===== config.mk =====
export PLATFORM = sky130hd
export DESIGN_NAME = nn_sequencer
export DESIGN_NICKNAME = d
export VERILOG_FILES = /design/src/rtl/nn_sequencer_pkg.sv /design/src/rtl/nn_sequencer_cnt.sv /design/src/rtl/nn_sequencer.sv
export SDC_FILE = /design/constraint.sdc
export NUM_CORES = 1
export LEC_CHECK = 0
export CAP_MARGIN = 20
export CORE_MARGIN = 2
export CORE_UTILIZATION = 29
export DETAILED_ROUTE_END_ITERATION = 8
export PLACE_DENSITY_LB_ADDON = 0.25
export SYNTH_ARGS = -nofsm -noshare
export SYNTH_HDL_FRONTEND = slang
export SYNTH_SLANG_ARGS = --single-unit
export TNS_END_PERCENT = 50

===== constraint.sdc =====
create_clock -name clk -period 5.5 [get_ports clk]
set_input_delay 1.1 -clock clk [delete_from_list [all_inputs] [get_ports clk]]
set_output_delay 1.1 -clock clk [all_outputs]
set_load 0.005 [all_outputs]

===== src/rtl/nn_sequencer_pkg.sv =====
// Shared definitions for the nn datapath sequencer and its bus-register wrapper.
package nn_sequencer_pkg;

   typedef enum logic [1:0] {
      IDLE  = 2'd0,
      CLEAR = 2'd1,
      FEED  = 2'd2,
      DRAIN = 2'd3
   } seq_state_t;

   localparam int unsigned NN_BITS  = 24;
   localparam int unsigned NN_WIDTH = 784;
   localparam int unsigned IDX_W    = 10;
   localparam int unsigned CNT_W    = 16;

endpackage


===== src/rtl/nn_sequencer_cnt.sv =====
// Loadable down-counter with zero flag, used to time the CLEAR and DRAIN phases.
module nn_seq_cnt #(
   parameter int unsigned W = 16
) (
   input  logic         clk,
   input  logic         reset,
   input  logic         load,
   input  logic [W-1:0] load_val,
   input  logic         dec,
   output logic         zero
);

   logic [W-1:0] count;

   always_ff @(posedge clk or posedge reset) begin
      if (reset) begin
         count <= '0;
      end else if (load) begin
         count <= load_val;
      end else if (dec && (count != '0)) begin
         count <= count - 1'b1;
      end
   end

   assign zero = (count == '0);

endmodule


===== src/rtl/nn_sequencer.sv =====
// Feeds one image of pixels into the nn datapath: clear, stream pixels, wait, capture prediction.
module nn_sequencer
   import nn_sequencer_pkg::*;
#(
   parameter int unsigned BITS       = NN_BITS,
   parameter int unsigned WIDTH      = NN_WIDTH,
   parameter int unsigned RST_CYCLES = 2,
   parameter int unsigned RESULT_LAT = 4
) (
   input  logic             clk,
   input  logic             reset,
   input  logic             start,
   input  logic             abort,
   output logic             busy,
   input  logic             pix_valid,
   input  logic [BITS-1:0]  pix_data,
   output logic             pix_ready,
   output logic             nn_reset,
   output logic [IDX_W-1:0] nn_pixel_counter,
   output logic [BITS-1:0]  nn_input_pixel,
   input  logic [BITS-1:0]  nn_predict_num,
   output logic [BITS-1:0]  result,
   output logic             result_valid
);

   localparam logic [IDX_W-1:0] LAST_IDX = IDX_W'(WIDTH - 1);
   localparam logic [CNT_W-1:0] CLR_LOAD = CNT_W'(RST_CYCLES - 1);
   localparam logic [CNT_W-1:0] DRN_LOAD = CNT_W'(RESULT_LAT - 1);

   seq_state_t       state;
   logic [IDX_W-1:0] idx;
   logic             hs;
   logic             cnt_load;
   logic             cnt_dec;
   logic             cnt_zero;
   logic [CNT_W-1:0] cnt_val;

   assign hs = pix_valid & pix_ready;

   // Abort suppresses every counter action so a cancelled image leaves no pending phase.
   always_comb begin
      cnt_load = 1'b0;
      cnt_dec  = 1'b0;
      cnt_val  = '0;
      if (!abort) begin
         case (state)
            IDLE: begin
               if (start) begin
                  cnt_load = 1'b1;
                  cnt_val  = CLR_LOAD;
               end
            end
            FEED: begin
               if (hs && (idx == LAST_IDX)) begin
                  cnt_load = 1'b1;
                  cnt_val  = DRN_LOAD;
               end
            end
            CLEAR, DRAIN: cnt_dec = ~cnt_zero;
            default: ;
         endcase
      end
   end

   nn_seq_cnt #(
      .W (CNT_W)
   ) u_phase_cnt (
      .clk      (clk),
      .reset    (reset),
      .load     (cnt_load),
      .load_val (cnt_val),
      .dec      (cnt_dec),
      .zero     (cnt_zero)
   );

   always_ff @(posedge clk or posedge reset) begin
      if (reset) begin
         state            <= IDLE;
         idx              <= '0;
         busy             <= 1'b0;
         pix_ready        <= 1'b0;
         nn_reset         <= 1'b0;
         nn_pixel_counter <= '0;
         nn_input_pixel   <= '0;
         result           <= '0;
         result_valid     <= 1'b0;
      end else begin
         result_valid <= 1'b0;
         if (abort && (state != IDLE)) begin
            state     <= IDLE;
            busy      <= 1'b0;
            pix_ready <= 1'b0;
            nn_reset  <= 1'b0;
         end else begin
            case (state)
               IDLE: begin
                  if (start && !abort) begin
                     state    <= CLEAR;
                     idx      <= '0;
                     busy     <= 1'b1;
                     nn_reset <= 1'b1;
                  end
               end
               CLEAR: begin
                  if (cnt_zero) begin
                     state     <= FEED;
                     nn_reset  <= 1'b0;
                     pix_ready <= 1'b1;
                  end
               end
               FEED: begin
                  if (hs) begin
                     nn_input_pixel   <= pix_data;
                     nn_pixel_counter <= idx;
                     if (idx == LAST_IDX) begin
                        state     <= DRAIN;
                        pix_ready <= 1'b0;
                     end else begin
                        idx <= idx + 1'b1;
                     end
                  end
               end
               DRAIN: begin
                  if (cnt_zero) begin
                     state        <= IDLE;
                     busy         <= 1'b0;
                     result       <= nn_predict_num;
                     result_valid <= 1'b1;
                  end
               end
               default: state <= IDLE;
            endcase
         end
      end
   end

endmodule


Word level (Yosys, flattened, before mapping)
Index checks and enable logic that the tools add are counted.
Widths: inputs -> output; s select.
- add/subtract/negate cells: 2
- equal/unequal tests: 12
- mux-type cells: 37
- bitwise gates (word level): 3
- reductions and logical operators: 22
- operators with widths (kind ; count):
    $mux 16 ; 2
    $mux 10 ; 3
    $pmux 10 s2 ; 1
    $mux 1 ; 17
    $logic_not 16->1 ; 1
    $mux 2 ; 8
    $reduce_bool 16->1 ; 1
    $sub 16x1->16 const B ; 1
    $ne 3x3->1 const B ; 5
    $reduce_and 3->1 ; 4
    $add 10x1->10 const B ; 1
    $eq 10x10->1 const B ; 1
    $reduce_and 5->1 ; 2
    $reduce_bool 3->1 ; 3
    $pmux 1 s2 ; 4
    $pmux 2 s4 ; 1
    $ne 2x2->1 const B ; 3
    $reduce_bool 2->1 ; 3
    $eq 2x2->1 const B ; 2
    $logic_and 1x1->1 ; 4
    $pmux 2 s2 ; 1
    $reduce_and 4->1 ; 1
    $eq 2x1->1 const B ; 1
    $logic_not 2->1 ; 1
    4 further kinds ; 5
- flip-flop bits (word level): 90
- input bits: 53
- output and inout port bits: 62
- word-level logic and storage cells: 86

Logic depth before layout (Yosys ltp)
Gate-level depths: netlist of run 1.
- word-level depth: 7
- gate-level depth with buffers: 8

Cells and area by module
Synthesis of run 1 repeated with hierarchy kept, for this count alone.
- cell total of the unflattened synthesis: 376
- area total of the unflattened synthesis: 4276.6 um^2
- modules (own cells, without submodules) (module ; times used ; cells an instance ; area an instance (um^2)):
    nn_sequencer ; 1 ; 254 ; 3241.9
    nn_seq_cnt ; 1 ; 122 ; 1034.7

Least setup slack after synthesis of run 1
Ideal clock, no wire load.
- path kind: input port to flip-flop
- start: in abort
- end: reg u_phase_cnt.count[4]
- library setup time: 119 ps
- data arrival time: 2139 ps
- data required time: 5381 ps
- path slack: 3242 ps
- stages: 5
- path through: o21ba_2 nand2_1 a2111oi_1 xnor2_1 nor2_1
- longest elaborated chain between the ends: 3
- elaborated cells between the ends (all ways): 5
- classes of those cells: mux: 3; reduce/logical: 2
- ends and longest elaborated chain (what ; RTL line ; RTL):
    start, declared ; nn_sequencer.sv:13 ; input logic abort,
    $mux 1 ; nn_sequencer.sv:45 ; if (!abort) begin
    $logic_and 1x1->1 ; nn_sequencer_cnt.sv:20 ; end else if (dec && (count != '0)) begin
    $reduce_bool 2->1 (no line) ; n/a ;
    end signal, assigned ; nn_sequencer_cnt.sv:19 ; count <= load_val;
    end signal, assigned ; nn_sequencer_cnt.sv:21 ; count <= count - 1'b1;
    end, declared ; nn_sequencer_cnt.sv:13 ; logic [W-1:0] count;
Several ways; a longest one is shown, not always the timed one.
A chain may end at the register's enable or synchronous reset.

Worst setup path after layout of run 1
- start: in abort
- end: reg nn_input_pixel[13]
- longest elaborated chain between the ends: 3
- ends and longest elaborated chain (what ; RTL line ; RTL):
    $logic_and 1x1->1 ; nn_sequencer.sv:89 ; if (abort && (state != IDLE)) begin
    $not 1->1 (no line) ; n/a ;
    $reduce_and 3->1 (no line) ; n/a ;
    end signal, assigned ; nn_sequencer.sv:113 ; nn_input_pixel <= pix_data;
    end, declared ; nn_sequencer.sv:20 ; output logic [BITS-1:0] nn_input_pixel,
No other way between the ends.

==> summary.md, run 1 <==
| Metric | Value |
|---|---|
| Synth cell types | 52 |
| Reg clk slew, reported paths | 0.06 ns |
| Pin count of the biggest net entering global routing | 52 |
| Post-route non-filler standard cell count | 640 |
| # IOs | 115 |
| Worst r2r dst | nn_input_pixel[13] |
| Multiplexer area fraction after synthesis | 16.2% |
| Data arrival, critical path | 3.38 ns |
| Initial DRC Count | 133 |
| CP required | 5.73 ns |
| Initial core utilization | 29.8% |
| CTS tree | done |
| P_leak | 2.55 nW |
| Int Pwr | 1.84 mW |
| First-pass GRT wire length | 14900 um |
| DRC viols | 0 |
| Clock Latency Late Sink | 0.35 ns |
| Most frequent cells in the layout | 114 x clkdlybuf4s50_1, 90 x dfrtp_1, 34 x mux2_2 |
| CORE AREA | 13900 um2 |
| Gate Count Post-Synth | 341 |
| Syn_area_per_cell | 12.2 um2 |
| Main synth FF type | dfrtp_1 |
| Worst hold margin | 0.484 ns |
| Post-Route Setup TNS | 0 ns |
| CP Capture Type | flip-flop |
| EDFF count, synth | 0 |
| Number of port buffers | 114 |
| Share of the synthesized area in the top cell type | 54.3% |
| Initial antenna violation count | 0 |
| Comb power frac | 40.2% |
| Register-to-Register Path Depth | 6 |
| Clock share of power | 21.8% |
| Final wirelength | 9100 um |
| Register bit total from synthesis | 90 |
| Area growth syn-to-layout | 38.5% |
| Status | complete, no violations |
| Hpwl dp | 6480 um |
| GRT Residual Overflow | 0 |
| Antenna cells | 0 |
| Yosys top cell by area | dfrtp_1 |
| Total power | 2.75 mW |
| Sequential cell area | 2250 um2 |
| Switching Fraction | 33.3% |
| Vias | 2999 |
| Final setup violation count | 0 |
| Min Tclk post-route | 3.15 ns |
| Worst setup SP type | input port |
| RSZ-0062 raised after global routing | no |
| Fin crit share | 57.3% |
| First-pass DRT Iterations | 4 |
| Crit path max fanout | 22 |
| Fmax | 317 MHz |
| Reg2reg start | state[0] |
| Syn_nets | 400 |
| Hold_buf cts | 0 |
| Vias in the first global route | 2997 |
| Synth Area in Compound Gates | 5.76% |
| Via density | 4.69 |
| Setup WS post-layout | 2.35 ns |
| Crit path kind | input port to flip-flop |
| Synth Area in XOR/XNOR | 3.80% |
| Synth Area in Simple Gates | 15.7% |
| Synthesized area | 4150 um2 |
| Peak supply drop | 248 uV |
| Relative slew slack | 36.7% |
| Max Clock Skew | 0.00950 ns |
| CTS resizes | 0 |
| Commonest non-fill, non-tap cell in the layout | clkdlybuf4s50_1 |
| Root Driver | clkbuf_16 |
| Measured slew at the worst slew-check pin | 0.942 ns |
| Slack of the worst reg-to-reg path | 2.86 ns |
| Sequential Power Share | 38.0% |
| CTS Buf Count | 9 |
| Max cap viols | 0 |
| Largest family of logic cells by synthesized area | multiplexers |
| Post-CTS setup buffers | 0 |
| Sequential fraction of the synthesis area | 54.3% |
| Full die area | 15300 um2 |
| Switching pwr | 0.915 mW |
| Die Ht | 124 um |
| Worst hold endpoint | result[2] |
| Clock Sinks | 90 |
| Multi-input combinational cell area | 1790 um2 |
| Placed insts | 625 |
| Syn. warnings | 0 |
| Ys async rst share | 100% |
| Routability cong. | 0.847 |
| Worst Hold Path Cells | 1 |
| Rows | 43 |
| Total Routing Usage GR | 12.7% |
| Ranking of synthesized cells by area | dfrtp_1 54%, mux2_2 9.2%, mux2_1 6.5% |
| Hold Crit Class | flip-flop to flip-flop |
| Htree depth | 3 |
| # fillers | 1352 |
| Longest Clk Path Bufs | 2 |
| Endpoints failing hold | 0 |
| NumNets Final | 515 |
| Share of cells above drive strength 1 | 13.9% |
| Slew Limit Fails | 0 |
| Hold Path Origin | result[2] |
| Pre-CTS setup slack | 1.92 ns |
| Die Width | 124 um |
| Post-DRT Antenna Nets | 0 |
| Pwr/cell area | 479 nW/um2 |
| Synthesized-area fraction occupied by adder cells | 1.81% |
| Wire per inst | 14.2 um |
-- critical path, cell delays in order --
cell	delay [ns]
clkdlybuf4s50_1	0.63
nand2b_1	0.28
nand4_1	0.58
buf_4	0.47
mux2_2	0.30
-- Yosys cell counts (3+ instances only) --
cell,count
mux2_2,34
nor2_1,29
inv_1,8
a21oi_1,15
xor2_1,11
nand3_1,12
clkbuf_1,4
o21ai_0,7
ha_1,6
nor4_4,3
nor4_1,4
buf_2,5
xnor2_1,7
dfrtp_1,90
mux2_1,24
nand2_1,18
and3_1,6
nand4b_1,3
nand4_1,8
nor3_1,7
-- state kept, by name, summed over array words and instances, names as in the netlist --
register	cells
nn_input_pixel	24
result	24
u_phase_cnt.count	16
idx	10
nn_pixel_counter	10
state	2
busy	1
nn_reset	1
pix_ready	1
result_valid	1
-- metrics by stage --
step	utilization (%)	cell area (um2)
after floorplan	-	4150
after global placement	39.2	5460
after detailed placement	39.2	5460
after CTS	41.2	5740
after global routing	41.2	5740
final	41.2	5740
-- power by group through the flow --
stage,logic (mW),clock network [mW],registers [mW]
2_1_floorplan,0.622,0,1.04
3_3_place_gp,1.11,0,1.05
3_5_place_dp,1.11,0,1.05
4_1_cts,1.12,0.628,1.05
5_1_grt,1.22,0.658,1.08
6_report,1.11,0.600,1.04
-- cell families (layout without fill, tap and decap cells) --
kind of cell	Yosys count	after routing
buffers and inverters	20	139
AND/OR/NAND/NOR	109	109
adder cells (fa/ha/maj)	6	6
AO/OA/AOI/OAI	38	38
multiplexers	60	60
flip-flops	90	90
XOR/XNOR	18	18
-- layout make-up --
cell class                 instances  area share [%]
sequential                        90            39.2
multi-input combinational        231            31.2
timing repair buffer             116            20.1
clock buffer                      10            3.99
tap                              180            3.92
clock inverter                     5           0.980
inverter                           8           0.545
-- worst max-delay path by stage --
stage               slack (ns)                   to  startpoint
finish                    2.35   nn_input_pixel[13]       abort
global route              2.04  nn_pixel_counter[9]       abort
CTS                       2.27   nn_input_pixel[13]       abort
detailed placement        1.92   nn_input_pixel[13]       abort
global placement          1.96    nn_input_pixel[7]       abort
floorplan                 2.06                 busy       reset
-- routing by layer --
| layer | track usage (%) | share of wire [%] | vias to the layer above |
|---|---|---|---|
| met5 | 0 | 0 | - |
| met4 | 4.83 | 1.4 | 0 |
| met3 | 5.22 | 7.0 | 9 |
| met2 | 20.1 | 47 | 92 |
| met1 | 15.5 | 44 | 1449 |
| li1 | - | - | 1449 |
(Power assumes the default switching activity.)
==> run 2: changes to the inputs <==
==> constraint.sdc (replaced) <==
create_clock -name clk -period 3.15 [get_ports clk]
set_input_delay 0.63 -clock clk [delete_from_list [all_inputs] [get_ports clk]]
set_output_delay 0.63 -clock clk [all_outputs]
set_load 0.005 [all_outputs]
==> summary.md, run 2 (synthesis results as in run 1) <==
| Metric | Value |
|---|---|
| Final setup violation count | 0 (unchanged) |
| Initial antenna violation count | 0 (unchanged) |
| Setup WS post-layout | 0.788 ns (-1.56 ns) |
| Relative slew slack | 53.1% (+16 points) |
| Vias | 3058 (+2.0%) |
| Measured slew at the worst slew-check pin | 0.703 ns (-0.239 ns) |
| Die Width | 124 um (unchanged) |
| Data arrival, critical path | 2.64 ns (-0.74 ns) |
| Total Routing Usage GR | 12.6% (-0.10 points) |
| Slew Limit Fails | 0 (unchanged) |
| Min Tclk post-route | 2.36 ns |
| Hold Path Origin | result[22] |
| Switching Fraction | 33.8% (+0.55 points) |
| Initial core utilization | 29.8% (unchanged) |
| Most frequent cells in the layout | 114 x clkdlybuf4s50_1, 90 x dfrtp_1, 34 x mux2_2 |
| Sequential Power Share | 38.1% (about the same) |
| P_leak | 2.58 nW (+1.1%) |
| Area post-placement | 5510 um2 (+0.87%) |
| Worst setup SP type | flip-flop |
| Worst r2r dst | u_phase_cnt.count[0] |
| Final wirelength | 9090 um (-0.13%) |
| Clock Sinks | 90 (unchanged) |
| Reg2reg start | state[0] |
| Htree depth | 3 (unchanged) |
| RSZ-0062 raised after global routing | no |
| Worst Hold Path Cells | 1 (unchanged) |
| Slack of the worst reg-to-reg path | 0.79 ns (-2.07 ns) |
| Die Ht | 124 um (unchanged) |
| Clock share of power | 21.2% (-0.6 points) |
| Via density | 4.75 (+1.3%) |
| Wire per inst | 14.1 um (-0.75%) |
| Clock Latency Late Sink | 0.34 ns (about the same) |
| Vias in the first global route | 3057 (+2.0%) |
| Initial DRC Count | 118 (-11%) |
| Pre-CTS setup slack | 0.499 ns (-1.42 ns) |
| # IOs | 115 (unchanged) |
| Post-CTS setup buffers | 0 (unchanged) |
| Int Pwr | 3.17 mW (+72%) |
| First-pass GRT wire length | 14800 um (-0.38%) |
| Final core occ | 41.5% (+0.30 points) |
| Crit path max fanout | 15 (-32%) |
| Fin crit share | 75.0% |
| CORE AREA | 13900 um2 (unchanged) |
| Commonest non-fill, non-tap cell in the layout | clkdlybuf4s50_1 |
| CP Capture Type | flip-flop |
| CTS Buf Count | 9 (unchanged) |
| Endpoints failing hold | 0 (unchanged) |
| Pin count of the biggest net entering global routing | 57 (+9.6%) |
| Peak supply drop | 378 uV (+52%) |
| GRT Residual Overflow | 0 (unchanged) |
| Antenna cells | 0 (unchanged) |
| Number of port buffers | 114 (unchanged) |
| Max Clock Skew | 0.00607 ns (-0.00343 ns) |
| Share of cells above drive strength 1 | 14.7% (+0.74 points) |
| Hold Crit Class | flip-flop to flip-flop |
| Root Driver | clkbuf_16 |
| Hold_buf cts | 0 (unchanged) |
| Status | complete, no violations |
| Fmax | 423 MHz |
| Pwr/cell area | 827 nW/um2 (+73%) |
| Worst hold endpoint | result[22] |
| Hpwl dp | 6450 um (-0.48%) |
| NumNets Final | 518 (+0.58%) |
| Reg clk slew, reported paths | 0.07 ns (about the same) |
| Post-DRT Antenna Nets | 0 (unchanged) |
| Area growth syn-to-layout | 39.5% |
| Comb power frac | 40.7% (+0.5 points) |
| Routability cong. | 0.932 (+10%) |
| Full die area | 15300 um2 (unchanged) |
| Crit path kind | flip-flop to flip-flop |
| Rows | 43 (unchanged) |
| Post-Route Setup TNS | 0 ns (unchanged) |
| Max cap viols | 0 (unchanged) |
| Register-to-Register Path Depth | 6 (unchanged) |
| First-pass DRT Iterations | 4 (unchanged) |
| CTS tree | done |
| CP required | 3.43 ns (-2.30 ns) |
| Biggest regs | nn_input_pixel x24, result x24, u_phase_cnt.count x16 |
| DRC viols | 0 (unchanged) |
| Final instance area | 5790 um2 (+0.72%) |
| CTS resizes | 0 (unchanged) |
| Switching pwr | 1.62 mW (+77%) |
| Longest Clk Path Bufs | 2 (unchanged) |
run 2: cell count changes in the layout (fill, tap and decap cells not counted), sizes merged:
| cell | change |
|---|---|
| buf | +3 |
| clkinvlp | -1 |
| inv | +2 |
| clkbuf | +1 |
| bufinv | -1 |
run 2: routing by layer:
| metal | vias up | wire (um) | track usage [%] | share of wire [%] |
|---|---|---|---|---|
| li1 | 1457 | - | - | - |
| met1 | 1499 | 4090 | 15.8 | 45 |
| met2 | 94 | 4320 | 19.5 | 47 |
| met3 | 8 | 576 | 4.21 | 6.3 |
| met4 | 0 | 106 | 6.04 | 1.2 |
| met5 | - | 0 | 0 | 0 |
run 2: how the worst max path moves through the flow:
stage                         from               endpoint  slack (ns)  depth (start not counted)
after floorplan              reset                   busy        0.18                          1
after global placement       abort             result[19]        0.55                          7
after detailed placement     abort              result[1]        0.50                          7
after CTS                 state[0]   u_phase_cnt.count[0]        0.72                          6
after global routing      state[0]  u_phase_cnt.count[12]        0.55                          6
final                     state[0]   u_phase_cnt.count[0]        0.79                          6
run 2: worst max-delay path, stage by stage (launching register included):
cell,delay (ns)
dfrtp_1,0.45
inv_1,0.11
ha_1,0.41
nand3_1,0.23
or2_1,0.31
a21oi_2,0.59
or3_1,0.21
run 2: final cells by class:
cell class | instances | area, um2
inverters | 8 | 31.3
fillers | 1310 | 8150
repair buffers | 119 | 1200
well taps | 180 | 225
flip-flops and latches | 90 | 2250
clock buffers | 11 | 243
multi-input cells | 231 | 1790
clock inverters | 5 | 36.3
run 2: metrics by stage:
| step | power [mW] | hold WS [ns] | std cells |
|---|---|---|---|
| 2_1_floorplan | 2.91 | 0.483 | 341 |
| 3_3_place_gp | 3.76 | 0.468 | 628 |
| 3_5_place_dp | 3.80 | 0.474 | 628 |
| 4_1_cts | 4.85 | 0.489 | 644 |
| 5_1_grt | 5.13 | 0.503 | 644 |
| 6_report | 4.78 | 0.487 | 644 |
run 2: power by group through the flow:
stage	registers, mW	clock network, mW	logic (mW)
after floorplan	1.82	0	1.09
after global placement	1.83	0	1.93
after detailed placement	1.85	0	1.96
after CTS	1.83	1.06	1.97
after global routing	1.88	1.11	2.14
final	1.82	1.02	1.94
==> run 3: changes to the inputs <==
==> constraint.sdc (replaced) <==
create_clock -name clk -period 2.1 [get_ports clk]
set_input_delay 0.42 -clock clk [delete_from_list [all_inputs] [get_ports clk]]
set_output_delay 0.42 -clock clk [all_outputs]
set_load 0.005 [all_outputs]
==> summary.md, run 3 (synthesis results as in run 1) <==
| Metric | Value |
|---|---|
| Initial DRC Count | 107 (-9.3%) |
| CORE AREA | 13900 um2 (unchanged) |
| Longest Clk Path Bufs | 2 (unchanged) |
| CP top delay family | simple AND/OR/NAND/NOR gates |
| Endpoints failing hold | 0 (unchanged) |
| Htree depth | 3 (unchanged) |
| Relative slew slack | 70.6% (+18 points) |
| Most frequent cells in the layout | 114 x clkdlybuf4s50_1, 89 x dfrtp_1, 34 x mux2_2 |
| Peak per-stage delay on the critical path | 0.46 ns (-0.13 ns) |
| Initial core utilization | 29.8% (unchanged) |
| CP required | 2.32 ns (-1.11 ns) |
| Fmax | 511 MHz (+21%) |
| Total Routing Usage GR | 12.6% (+0.050 points) |
| Die Ht | 124 um (unchanged) |
| Worst hold margin | 0.484 ns (-0.00227 ns) |
| Commonest non-fill, non-tap cell in the layout | clkdlybuf4s50_1 |
| # IOs | 115 (unchanged) |
| GRT Residual Overflow | 0 (unchanged) |
| Root Driver | clkbuf_16 |
| Post-Route Setup TNS | 0 ns (unchanged) |
| Die Width | 124 um (unchanged) |
| Biggest regs | nn_input_pixel x24, result x24, u_phase_cnt.count x16 |
| Pre-CTS setup slack | -0.0371 ns (-0.536 ns) |
| Worst path bufs/invs | 1 (unchanged) |
| Antenna cells | 0 (unchanged) |
| Via density | 4.74 (-0.16%) |
| Final instance area | 5960 um2 (+3.1%) |
| Wire per inst | 14.1 um (-0.41%) |
| Final wirelength | 9280 um (+2.1%) |
| Peak supply drop | 655 uV (+73%) |
| Area post-placement | 5640 um2 (+2.5%) |
| NumNets Final | 534 (+3.1%) |
| Hpwl dp | 6670 um (+3.4%) |
| Status | complete, no violations |
| Slack of the worst reg-to-reg path | 0.14 ns (-0.65 ns) |
| CTS Buf Count | 9 (unchanged) |
| Int Pwr | 4.98 mW (+57%) |
| Switching pwr | 2.47 mW (+53%) |
| Post-CTS setup buffers | 0 (unchanged) |
| Clock share of power | 22.0% (+0.8 points) |
| Pin count of the biggest net entering global routing | 67 (+18%) |
| Max cap viols | 0 (unchanged) |
| Min Tclk post-route | 1.96 ns (-0.405 ns) |
| Clock Latency Late Sink | 0.34 ns (about the same) |
| Pwr/cell area | 1250 nW/um2 (+51%) |
| Crit path max fanout | 24 (+9) |
| Final setup violation count | 0 (unchanged) |
| Setup WS post-layout | 0.143 ns (-0.645 ns) |
| RSZ-0062 raised after global routing | no |
| CP Cell Sequence | nor4_4 -> nand4_4 -> nor2_4 -> buf_12 -> mux2_1 |
| # fillers | 1306 (-0.31%) |
| Sequential cell area | 2250 um2 (about the same) |
| Crit path kind | flip-flop to flip-flop |
| Hold Crit Class | flip-flop to flip-flop |
| Max Clock Skew | 0.00753 ns (+0.00146 ns) |
| DRC viols | 0 (unchanged) |
| Clock Sinks | 90 (unchanged) |
| First-pass GRT wire length | 14900 um (about the same) |
| First-pass DRT Iterations | 4 (unchanged) |
| Comb power frac | 41.1% (+0.4 points) |
| Area growth syn-to-layout | 43.8% |
| Data arrival, critical path | 2.18 ns (-0.46 ns) |
| Switching Fraction | 33.2% (-0.65 points) |
| Full die area | 15300 um2 (unchanged) |
| Multi-input combinational cell area | 1810 um2 (+0.77%) |
| Slew Limit Fails | 0 (unchanged) |
| Stages on worst setup path | 5 (-1) |
| Register-to-Register Path Depth | 5 (-1) |
| Slowest-stage cell, CP | dfrtp_1 |
| CTS tree | done |
| P_leak | 2.66 nW (+3.3%) |
| Sequential Power Share | 36.9% (-1.2 points) |
| Worst Hold Path Cells | 1 (unchanged) |
| Share of cells above drive strength 1 | 18.3% (+3.7 points) |
| Initial antenna violation count | 0 (unchanged) |
| Worst setup SP type | flip-flop |
| Reg clk slew, reported paths | 0.06 ns (about the same) |
| Fin crit share | 93.2% (+18 points) |
| Final core occ | 42.8% (+1.3 points) |
| Vias in the first global route | 3122 (+2.1%) |
| Routability cong. | 0.881 (-5.5%) |
| CP Capture Type | flip-flop |
| Rows | 43 (unchanged) |
| Measured slew at the worst slew-check pin | 0.440 ns (-0.264 ns) |
| Number of port buffers | 114 (unchanged) |
| Vias | 3129 (+2.3%) |
| Post-DRT Antenna Nets | 0 (unchanged) |
## run 3: changes by cell type in the layout (fill, tap and decap cells not counted), moves of 2 or more
cell / previous run / this run
clkinv_2: 3 / 0
buf_4: 3 / 18
inv_6: 2 / 0
clkinv_4: 1 / 3
clkinvlp_4: 0 / 2
## run 3: area by class of cell
type / instances / share of cell area (%)
timing repair buffer: 135 / 22.4
sequential: 90 / 37.8
inverter: 8 / 0.567
tap: 180 / 3.78
clock buffer: 11 / 4.07
clock inverter: 5 / 1.07
multi-input combinational: 231 / 30.3
## run 3: layer usage
layer	track usage, %	vias up	wire length, um
met2	21.3	94	4510
met3	3.66	13	514
met4	5.68	0	192
met5	0	-	0
met1	14.9	1532	4060
li1	-	1490	-
## run 3: stage by stage
| stage | instances | power (mW) |
|---|---|---|
| global route | 660 | 7.97 |
| global placement | 644 | 5.78 |
| detailed placement | 644 | 5.84 |
| finish | 660 | 7.45 |
| floorplan | 341 | 4.36 |
| CTS | 660 | 7.53 |
## run 3: worst paths after layout
kind,startpoint,end
max,u_phase_cnt.count[3],result[1]
min,result[6],result[6]
max reg2reg,u_phase_cnt.count[3],result[1]
min reg2reg,result[6],result[6]
max in group asynchronous,reset,state[0]
min in group asynchronous,reset,result[17]
## run 3: power groups by stage
stage	clock network [mW]	registers, mW	logic (mW)
2_1_floorplan	0	2.74	1.63
3_3_place_gp	0	2.75	3.04
3_5_place_dp	0	2.78	3.06
4_1_cts	1.71	2.75	3.08
5_1_grt	1.78	2.83	3.36
6_report	1.64	2.75	3.06
## run 3: repair_timing
| action | in CTS | in global routing |
|---|---|---|
| hold buffers | 0 | 0 |
| resized for setup | 0 | 4 |
| endpoints found under the setup margin | 0 | 15 |
